`src/rtl/wishbone_dual_pkg.sv`:
```
// Shared constants, master FSM state type and beat-count helpers for wishbone_dual.
package wishbone_dual_pkg;

  localparam logic [2:0] CTI_CLASSIC = 3'b000;
  localparam logic [1:0] BTE_LINEAR  = 2'b00;

  typedef enum logic [1:0] {
    StIdle,
    StStb,
    StGap,
    StDone
  } master_state_e;

  // Number of bus beats that make up one wide external word.
  function automatic int unsigned nbeats(input int unsigned ext_w, input int unsigned data_w);
    return ext_w / data_w;
  endfunction

  // Width of a beat counter; never narrower than one bit.
  function automatic int unsigned beat_width(input int unsigned n);
    return (n > 1) ? $clog2(n) : 1;
  endfunction

endpackage

```
`src/rtl/wishbone_dual_master.sv`:
```
// Wishbone classic-cycle master: turns a request edge into an N-beat single-word burst and
// packs read beats into (or unpacks write beats from) a wide word.
module wishbone_dual_master
  import wishbone_dual_pkg::*;
#(
  parameter int unsigned ADDR_WIDTH   = 32,
  parameter int unsigned DATA_WIDTH   = 32,
  parameter int unsigned EXT_RW_WIDTH = 256
) (
  input  logic                    clk_i,
  input  logic                    rst_ni,
  // External request side
  input  logic                    req_i,
  input  logic                    we_i,
  input  logic [ADDR_WIDTH-1:0]   addr_read_i,
  input  logic [ADDR_WIDTH-1:0]   addr_write_i,
  input  logic [EXT_RW_WIDTH-1:0] wdata_i,
  output logic [EXT_RW_WIDTH-1:0] rdata_o,
  output logic                    read_done_o,
  output logic                    write_done_o,
  // Wishbone master side
  output logic                    cyc_o,
  output logic                    stb_o,
  output logic                    we_o,
  output logic [ADDR_WIDTH-1:0]   adr_o,
  output logic [DATA_WIDTH-1:0]   dat_o,
  output logic [DATA_WIDTH/8-1:0] sel_o,
  input  logic [DATA_WIDTH-1:0]   dat_i,
  input  logic                    ack_i
);

  localparam int unsigned NBeats = nbeats(EXT_RW_WIDTH, DATA_WIDTH);
  localparam int unsigned BeatW  = beat_width(NBeats);
  localparam logic [BeatW-1:0] LastBeat = BeatW'(NBeats - 1);

  master_state_e           state_q;
  logic                    req_q;
  logic                    op_we_q;
  logic [BeatW-1:0]        beat_q;
  logic                    cyc_q;
  logic                    stb_q;
  logic [ADDR_WIDTH-1:0]   adr_q;
  logic [DATA_WIDTH-1:0]   dat_q;
  logic [EXT_RW_WIDTH-1:0] rdata_q;
  logic                    read_done_q;
  logic                    write_done_q;

  logic [ADDR_WIDTH-1:0]   base;

  assign base = op_we_q ? addr_write_i : addr_read_i;

  // Burst sequencer: STB waits for ack, GAP drops stb for a cycle so a late ack is not recounted.
  always_ff @(posedge clk_i) begin
    if (!rst_ni) begin
      state_q      <= StIdle;
      req_q        <= 1'b0;
      op_we_q      <= 1'b0;
      beat_q       <= '0;
      cyc_q        <= 1'b0;
      stb_q        <= 1'b0;
      adr_q        <= '0;
      dat_q        <= '0;
      rdata_q      <= '0;
      read_done_q  <= 1'b0;
      write_done_q <= 1'b0;
    end else begin
      req_q <= req_i;
      case (state_q)
        StIdle: begin
          if (req_i && !req_q) begin
            op_we_q <= we_i;
            beat_q  <= '0;
            if (we_i) begin
              write_done_q <= 1'b0;
              adr_q        <= addr_write_i;
            end else begin
              read_done_q <= 1'b0;
              adr_q       <= addr_read_i;
            end
            dat_q   <= wdata_i[DATA_WIDTH-1:0];
            cyc_q   <= 1'b1;
            stb_q   <= 1'b1;
            state_q <= StStb;
          end
        end
        StStb: begin
          if (ack_i) begin
            if (!op_we_q) begin
              rdata_q[DATA_WIDTH*beat_q +: DATA_WIDTH] <= dat_i;
            end
            stb_q <= 1'b0;
            if (beat_q == LastBeat) begin
              cyc_q   <= 1'b0;
              adr_q   <= '0;
              dat_q   <= '0;
              state_q <= StDone;
            end else begin
              beat_q  <= beat_q + 1'b1;
              state_q <= StGap;
            end
          end
        end
        StGap: begin
          // beat_q already points at the next beat here.
          stb_q   <= 1'b1;
          adr_q   <= base + (ADDR_WIDTH'(beat_q) << 2);
          dat_q   <= wdata_i[DATA_WIDTH*beat_q +: DATA_WIDTH];
          state_q <= StStb;
        end
        StDone: begin
          if (op_we_q) begin
            write_done_q <= 1'b1;
          end else begin
            read_done_q <= 1'b1;
          end
          op_we_q <= 1'b0;
          state_q <= StIdle;
        end
        default: state_q <= StIdle;
      endcase
    end
  end

  assign cyc_o        = cyc_q;
  assign stb_o        = stb_q;
  assign we_o         = op_we_q & cyc_q;
  assign adr_o        = adr_q;
  assign dat_o        = dat_q;
  assign sel_o        = {(DATA_WIDTH/8){cyc_q}};
  assign rdata_o      = rdata_q;
  assign read_done_o  = read_done_q;
  assign write_done_o = write_done_q;

endmodule

```
`src/rtl/wishbone_dual.sv`:
```
// Dual-role Wishbone bridge: an independent master (request-driven N-beat bursts) and a slave
// that captures N write beats into a wide word and serves N read beats from a wide word.
module wishbone_dual
  import wishbone_dual_pkg::*;
#(
  parameter int unsigned ADDR_WIDTH   = 32,
  parameter int unsigned DATA_WIDTH   = 32,
  parameter int unsigned EXT_RW_WIDTH = 256
) (
  input  logic                    clk,
  input  logic                    rst,
  // Wishbone slave
  input  logic                    wbs_cyc_i,
  input  logic                    wbs_stb_i,
  input  logic                    wbs_we_i,
  input  logic [ADDR_WIDTH-1:0]   wbs_adr_i,
  input  logic [DATA_WIDTH-1:0]   wbs_dat_i,
  input  logic [DATA_WIDTH/8-1:0] wbs_sel_i,
  input  logic [2:0]              wbs_cti_i,
  input  logic [1:0]              wbs_bte_i,
  output logic [DATA_WIDTH-1:0]   wbs_dat_o,
  output logic                    wbs_ack_o,
  // Wishbone master
  output logic                    wbm_cyc_o,
  output logic                    wbm_stb_o,
  output logic                    wbm_we_o,
  output logic [ADDR_WIDTH-1:0]   wbm_adr_o,
  output logic [DATA_WIDTH-1:0]   wbm_dat_o,
  output logic [DATA_WIDTH/8-1:0] wbm_sel_o,
  output logic [2:0]              wbm_cti_o,
  output logic [1:0]              wbm_bte_o,
  input  logic [DATA_WIDTH-1:0]   wbm_dat_i,
  input  logic                    wbm_ack_i,
  // External master interface
  input  logic                    ext_master_req,
  input  logic                    ext_master_we,
  input  logic [ADDR_WIDTH-1:0]   ext_master_addr_read,
  input  logic [ADDR_WIDTH-1:0]   ext_master_addr_write,
  input  logic [EXT_RW_WIDTH-1:0] ext_master_wdata,
  output logic [EXT_RW_WIDTH-1:0] ext_master_rdata,
  output logic                    ext_master_read_done,
  output logic                    ext_master_write_done,
  // External slave interface
  input  logic [EXT_RW_WIDTH-1:0] ext_slave_wdata,
  output logic [EXT_RW_WIDTH-1:0] ext_slave_rdata,
  output logic                    ext_slave_we,
  output logic                    ext_slave_read_done,
  output logic                    ext_slave_write_done,
  output logic [ADDR_WIDTH-1:0]   ext_slave_addr_read,
  output logic [ADDR_WIDTH-1:0]   ext_slave_addr_write
);

  localparam int unsigned NBeats = nbeats(EXT_RW_WIDTH, DATA_WIDTH);
  localparam int unsigned BeatW  = beat_width(NBeats);
  localparam logic [BeatW-1:0] LastBeat = BeatW'(NBeats - 1);

  // Full-word transfers only; byte selects and burst hints carry no information here.
  logic unused_wbs_hints;
  assign unused_wbs_hints = ^{wbs_sel_i, wbs_cti_i, wbs_bte_i};

  wishbone_dual_master #(
    .ADDR_WIDTH  (ADDR_WIDTH),
    .DATA_WIDTH  (DATA_WIDTH),
    .EXT_RW_WIDTH(EXT_RW_WIDTH)
  ) u_master (
    .clk_i       (clk),
    .rst_ni      (rst),
    .req_i       (ext_master_req),
    .we_i        (ext_master_we),
    .addr_read_i (ext_master_addr_read),
    .addr_write_i(ext_master_addr_write),
    .wdata_i     (ext_master_wdata),
    .rdata_o     (ext_master_rdata),
    .read_done_o (ext_master_read_done),
    .write_done_o(ext_master_write_done),
    .cyc_o       (wbm_cyc_o),
    .stb_o       (wbm_stb_o),
    .we_o        (wbm_we_o),
    .adr_o       (wbm_adr_o),
    .dat_o       (wbm_dat_o),
    .sel_o       (wbm_sel_o),
    .dat_i       (wbm_dat_i),
    .ack_i       (wbm_ack_i)
  );

  assign wbm_cti_o = CTI_CLASSIC;
  assign wbm_bte_o = BTE_LINEAR;

  logic                    s_ack_q;
  logic [DATA_WIDTH-1:0]   s_dat_q;
  logic [BeatW-1:0]        s_beat_q;
  logic                    s_we_q;
  logic [EXT_RW_WIDTH-1:0] s_rdata_q;
  logic                    s_read_done_q;
  logic                    s_write_done_q;
  logic [ADDR_WIDTH-1:0]   s_addr_read_q;
  logic [ADDR_WIDTH-1:0]   s_addr_write_q;

  // Slave: one-cycle ack per accepted beat; beat index is internal, the bus address only
  // records where a burst started. Dropping cyc restarts the count but keeps captured data.
  always_ff @(posedge clk) begin
    if (!rst) begin
      s_ack_q        <= 1'b0;
      s_dat_q        <= '0;
      s_beat_q       <= '0;
      s_we_q         <= 1'b0;
      s_rdata_q      <= '0;
      s_read_done_q  <= 1'b0;
      s_write_done_q <= 1'b0;
      s_addr_read_q  <= '0;
      s_addr_write_q <= '0;
    end else begin
      s_ack_q <= 1'b0;
      if (!wbs_cyc_i) begin
        s_beat_q <= '0;
      end else if (wbs_stb_i && !s_ack_q) begin
        s_ack_q <= 1'b1;
        if (s_beat_q == '0) begin
          s_we_q <= wbs_we_i;
          if (wbs_we_i) begin
            s_addr_read_q <= wbs_adr_i;
            s_read_done_q <= 1'b0;
          end else begin
            s_addr_write_q <= wbs_adr_i;
            s_write_done_q <= 1'b0;
          end
        end
        if (wbs_we_i) begin
          s_rdata_q[DATA_WIDTH*s_beat_q +: DATA_WIDTH] <= wbs_dat_i;
        end else begin
          s_dat_q <= ext_slave_wdata[DATA_WIDTH*s_beat_q +: DATA_WIDTH];
        end
        if (s_beat_q == LastBeat) begin
          s_beat_q <= '0;
          if (wbs_we_i) begin
            s_read_done_q <= 1'b1;
          end else begin
            s_write_done_q <= 1'b1;
          end
        end else begin
          s_beat_q <= s_beat_q + 1'b1;
        end
      end
    end
  end

  assign wbs_ack_o            = s_ack_q;
  assign wbs_dat_o            = s_dat_q;
  assign ext_slave_rdata      = s_rdata_q;
  assign ext_slave_we         = s_we_q;
  assign ext_slave_read_done  = s_read_done_q;
  assign ext_slave_write_done = s_write_done_q;
  assign ext_slave_addr_read  = s_addr_read_q;
  assign ext_slave_addr_write = s_addr_write_q;

endmodule

```
`config.mk`:
```
export PLATFORM = sky130hd
export DESIGN_NAME = wishbone_dual
export DESIGN_NICKNAME = d
export VERILOG_FILES = /design/src/rtl/wishbone_dual_pkg.sv /design/src/rtl/wishbone_dual_master.sv /design/src/rtl/wishbone_dual.sv
export SDC_FILE = /design/constraint.sdc
export NUM_CORES = 2
export LEC_CHECK = 0
export BUFFER_PORTS_ARGS = -buffer_cell sky130_fd_sc_hd__buf_2
export CAP_MARGIN = 15
export CORE_AREA = 2 2 538 540
export CTS_CLUSTER_SIZE = 40
export DETAILED_ROUTE_END_ITERATION = 16
export DIE_AREA = 0 0 540 542
export GPL_ROUTABILITY_DRIVEN = 1
export SLEW_MARGIN = 20
export SYNTH_ARGS = -nofsm -noshare
export SYNTH_HDL_FRONTEND = slang
export SYNTH_HIERARCHICAL = 1
export SYNTH_SLANG_ARGS = --single-unit
export TNS_END_PERCENT = 100
```
`constraint.sdc`:
```
create_clock -name clk -period 3.98 [get_ports clk]
set_clock_uncertainty 0.15 [all_clocks]
set_input_delay 0.199 -clock clk [delete_from_list [all_inputs] [get_ports clk]]
set_output_delay 0.199 -clock clk [all_outputs]
set_load 0.01 [all_outputs]
```
==> results.sh <==
export IMPL_synth_top_area_frac=0.441
export IMPL_drt_iter0_drc=3280
export IMPL_io_buffers=1364
export IMPL_setup_tns_ps=0
export IMPL_cpLargestDelayFamily="buffers and inverters"
export IMPL_numCtsBuffers=83
export IMPL_cts_tree="built"
export IMPL_crit_required_ps=4490
export IMPL_ys_types=78
export IMPL_crit_type="reg -> reg"
export IMPL_grt_pass1_vias=33947
export IMPL_ios=1379
export IMPL_clock_fmax_mhz=263
export IMPL_synth_edf_count=0
export IMPL_hold_path_end="u_master/dat_o[1]"
export IMPL_via_per_inst=3.96
export IMPL_routedWlPerCell_um=22.7
export IMPL_syn_area_um2=31300
export IMPL_period_share=0.955
export IMPL_crit_path_end_kind="flip-flop"
export IMPL_globalRouteOverflowTotal=0
export IMPL_cpMostUsedCell="dlygate4sd3_1"
export IMPL_min_path_type="in -> reg"
export IMPL_start_util=0.109
export IMPL_via_count=36568
export IMPL_worst_slew_pin_slew_ps=1110
export IMPL_cp_data_arrival_time_ps=4310
export IMPL_ant_nets=0
export IMPL_final_cells=9246
export IMPL_yosys_register_bits=690
export IMPL_cts_path_max_buffers=4
export IMPL_nFillCells=32451
export IMPL_yosysMostFrequentCell="nand2_1"
export IMPL_dp_hpwl_mm=165
export IMPL_first_pass_iters=6
export IMPL_die_w_um=540
export IMPL_setup_violations=0
export IMPL_ys_top_cells_by_count="nand2_1, dfxtp_1, a21oi_1, nand3_1, clkbuf_1"
export IMPL_regToRegSetupSlack_ps=180
export IMPL_synth_area_leaders="dfxtp_1, nand2_1, a21oi_1"
export IMPL_die_h_um=542
export IMPL_drv_cap=0
export IMPL_core_rowCount=197
export IMPL_drc_errors=0
export IMPL_seq_area_frac_synth=0.441
export IMPL_drive_above_1_share=0.315
export IMPL_grt_max_degree=125
export IMPL_placed_cells=8641
export IMPL_crit_path_start_kind="flip-flop"
export IMPL_path_max_fanout=62
export IMPL_final_max_slew_viol_count=0
export IMPL_period_needed_ps=3800
export IMPL_clockRootBuffer="clkbuf_16"
export IMPL_finalNetCount=6054
export IMPL_cellPowerDensity_nw_per_um2=380
export IMPL_coreArea_um2=287000
export IMPL_place_congestion=0.961
export IMPL_cp_slowest_cell="dlygate4sd3_1"
export IMPL_yosysWarnings=6
export IMPL_min_delay_start="ext_master_wdata[129]"
export IMPL_crit_path_max_incr_delay_ps=590
export IMPL_hold_depth=6
export IMPL_status="completed"
export IMPL_power_leakage_nw=19.7
export IMPL_vdd_drop_max_mv=0.380
export IMPL_yosys_most_used_dff="dfxtp_1"
export IMPL_postSynthCellCount=3830
export IMPL_async_flop_share=0
export IMPL_cts_max_level=3
export IMPL_yosys_area_top_type="dfxtp_1"
export IMPL_rsz0062_at_grt="false"
export IMPL_cts_num_sinks=690
export IMPL_dieArea_um2=293000
export IMPL_wirelength_mm=210
export IMPL_area_growth_pct=56.7
export IMPL_avgSynthCellArea_um2=8.18
export IMPL_antenna_found_initial=101
export IMPL_path_buf_inv=3
export IMPL_path_cells="buf_6 -> nand3_1 -> a22oi_4 -> nand4_4 -> nor4b_2 -> xor2_1 -> dlygate4sd3_1 -> o22ai_1 -> dlygate4sd3_1"
export IMPL_r2r_end="u_master/adr_o[31]"
export IMPL_hold_violations=0
export IMPL_grt_usage=0.135
export IMPL_r2r_cells=9
export IMPL_clk_latency_ps=750
export IMPL_relSlewSlack=0.257
export IMPL_cts_clk_slew_worst_paths_ps=70
export IMPL_r2r_start="u_master/op_we_q"
export IMPL_grt_pass1_wl_mm=279
-- cell usage in the layout, fill, tap and decap left out, types with 5 or more instances in the layout --
cell type,n
nor3_2,6
ha_1,18
buf_2,1363
nor2b_1,10
a22oi_1,6
xnor2_1,6
inv_1,46
nand3_1,382
and3_1,6
nand3b_1,5
nand2_1,780
dfxtp_1,686
clkinv_2,8
nand2b_1,7
nand4_1,60
diode_2,62
o221ai_1,40
mux4_2,64
xor2_1,15
nor3_1,16
o21ai_1,10
o22ai_1,69
buf_4,59
clkbuf_16,84
a21oi_1,549
nor2_1,115
dlygate4sd3_1,400
clkbuf_1,14
bufinv_16,8
o21ai_0,194
nor4_4,5
clkbuf_8,21
conb_1,5
or3_1,7
buf_12,15
mux2i_1,215
-- kinds of logic after synthesis --
kind of cell	share of synthesized area
simple gates	0.208
compound gates	0.157
flops	0.441
buf+inv	0.0628
mux	0.116
xor+xnor	0.00587
fa+ha+maj	0.00823
other cells	0.000120
-- power breakdown --
group | internal (mW) | switching (mW) | total [mW]
clock | 4.79 | 3.35 | 8.14
sequential | 7.13 | 0.154 | 7.28
combinational | 1.31 | 1.91 | 3.22
-- registers in the layout (all words and copies together), names as in the netlist, 2 cells and up, named ones only --
register / cells
s_beat_q: 3
wbs_dat_o: 32
u_master/beat_q: 3
ext_slave_rdata: 256
ext_slave_addr_write: 32
u_master/state_q: 2
u_master/adr_o: 32
ext_slave_addr_read: 32
u_master/dat_o: 32
u_master/rdata_o: 256
-- layout make-up --
class / count / area [um2] / share of cell area
multi-input cells: 2678 / 15700 / 0.319
flip-flops and latches: 690 / 13800 / 0.282
repair buffers: 1843 / 11700 / 0.238
well taps: 3781 / 4730 / 0.0964
clock buffers: 119 / 2440 / 0.0498
clock inverters: 24 / 387 / 0.00788
inverters: 49 / 196 / 0.00400
diodes: 62 / 155 / 0.00316
-- worst max-delay path by stage --
stage,startpoint,end,depth (start not counted)
after floorplan,u_master/op_we_q,u_master/adr_o[28],16
final,u_master/op_we_q,u_master/adr_o[31],9
after global placement,s_beat_q[0],ext_slave_rdata[226],6
after CTS,u_master/op_we_q,u_master/adr_o[31],9
after detailed placement,s_beat_q[0],ext_slave_rdata[241],6
after global routing,u_master/op_we_q,u_master/adr_o[31],9
-- metal layers --
| layer | vias up | track usage | routed length (um) |
|---|---|---|---|
| met1 | 17331 | 0.142 | 72400 |
| met2 | 2300 | 0.237 | 102000 |
| met4 | 38 | 0.0776 | 13900 |
| li1 | 16396 | - | - |
| met3 | 503 | 0.0424 | 21100 |
| met5 | - | 0 | 267 |
-- tightest hold or removal path, delay by kind of cell --
family	cells	cell delay, ps
compound gates	2	330
mux	2	290
buf+inv	1	80
simple gates	1	80
-- per-stage QoR --
stage / power, mW / utilization / setup slack [ps] / instance area (um2) / hold WS, ps
3_3_place_gp: 10.1 / 0.146 / 948 / 42000 / 283
3_5_place_dp: 10.1 / 0.147 / 931 / 42100 / 291
5_1_grt: 19.2 / 0.171 / 41.2 / 49000 / 53.9
6_report: 18.6 / 0.171 / 180 / 49100 / 95.1
2_1_floorplan: 8.72 / - / 626 / 31300 / 171
4_1_cts: 18.8 / 0.170 / 64.6 / 48900 / 0.549
-- repair_timing --
action | in CTS | in global routing
endpoints found under the setup margin | 0 | 8
setup buffers | 0 | 0
gates resized for setup | 0 | 4
hold buffers | 400 | 0
hold endpoints to repair | 684 | 0
Note: power is estimated with default switching activity, not from simulation.
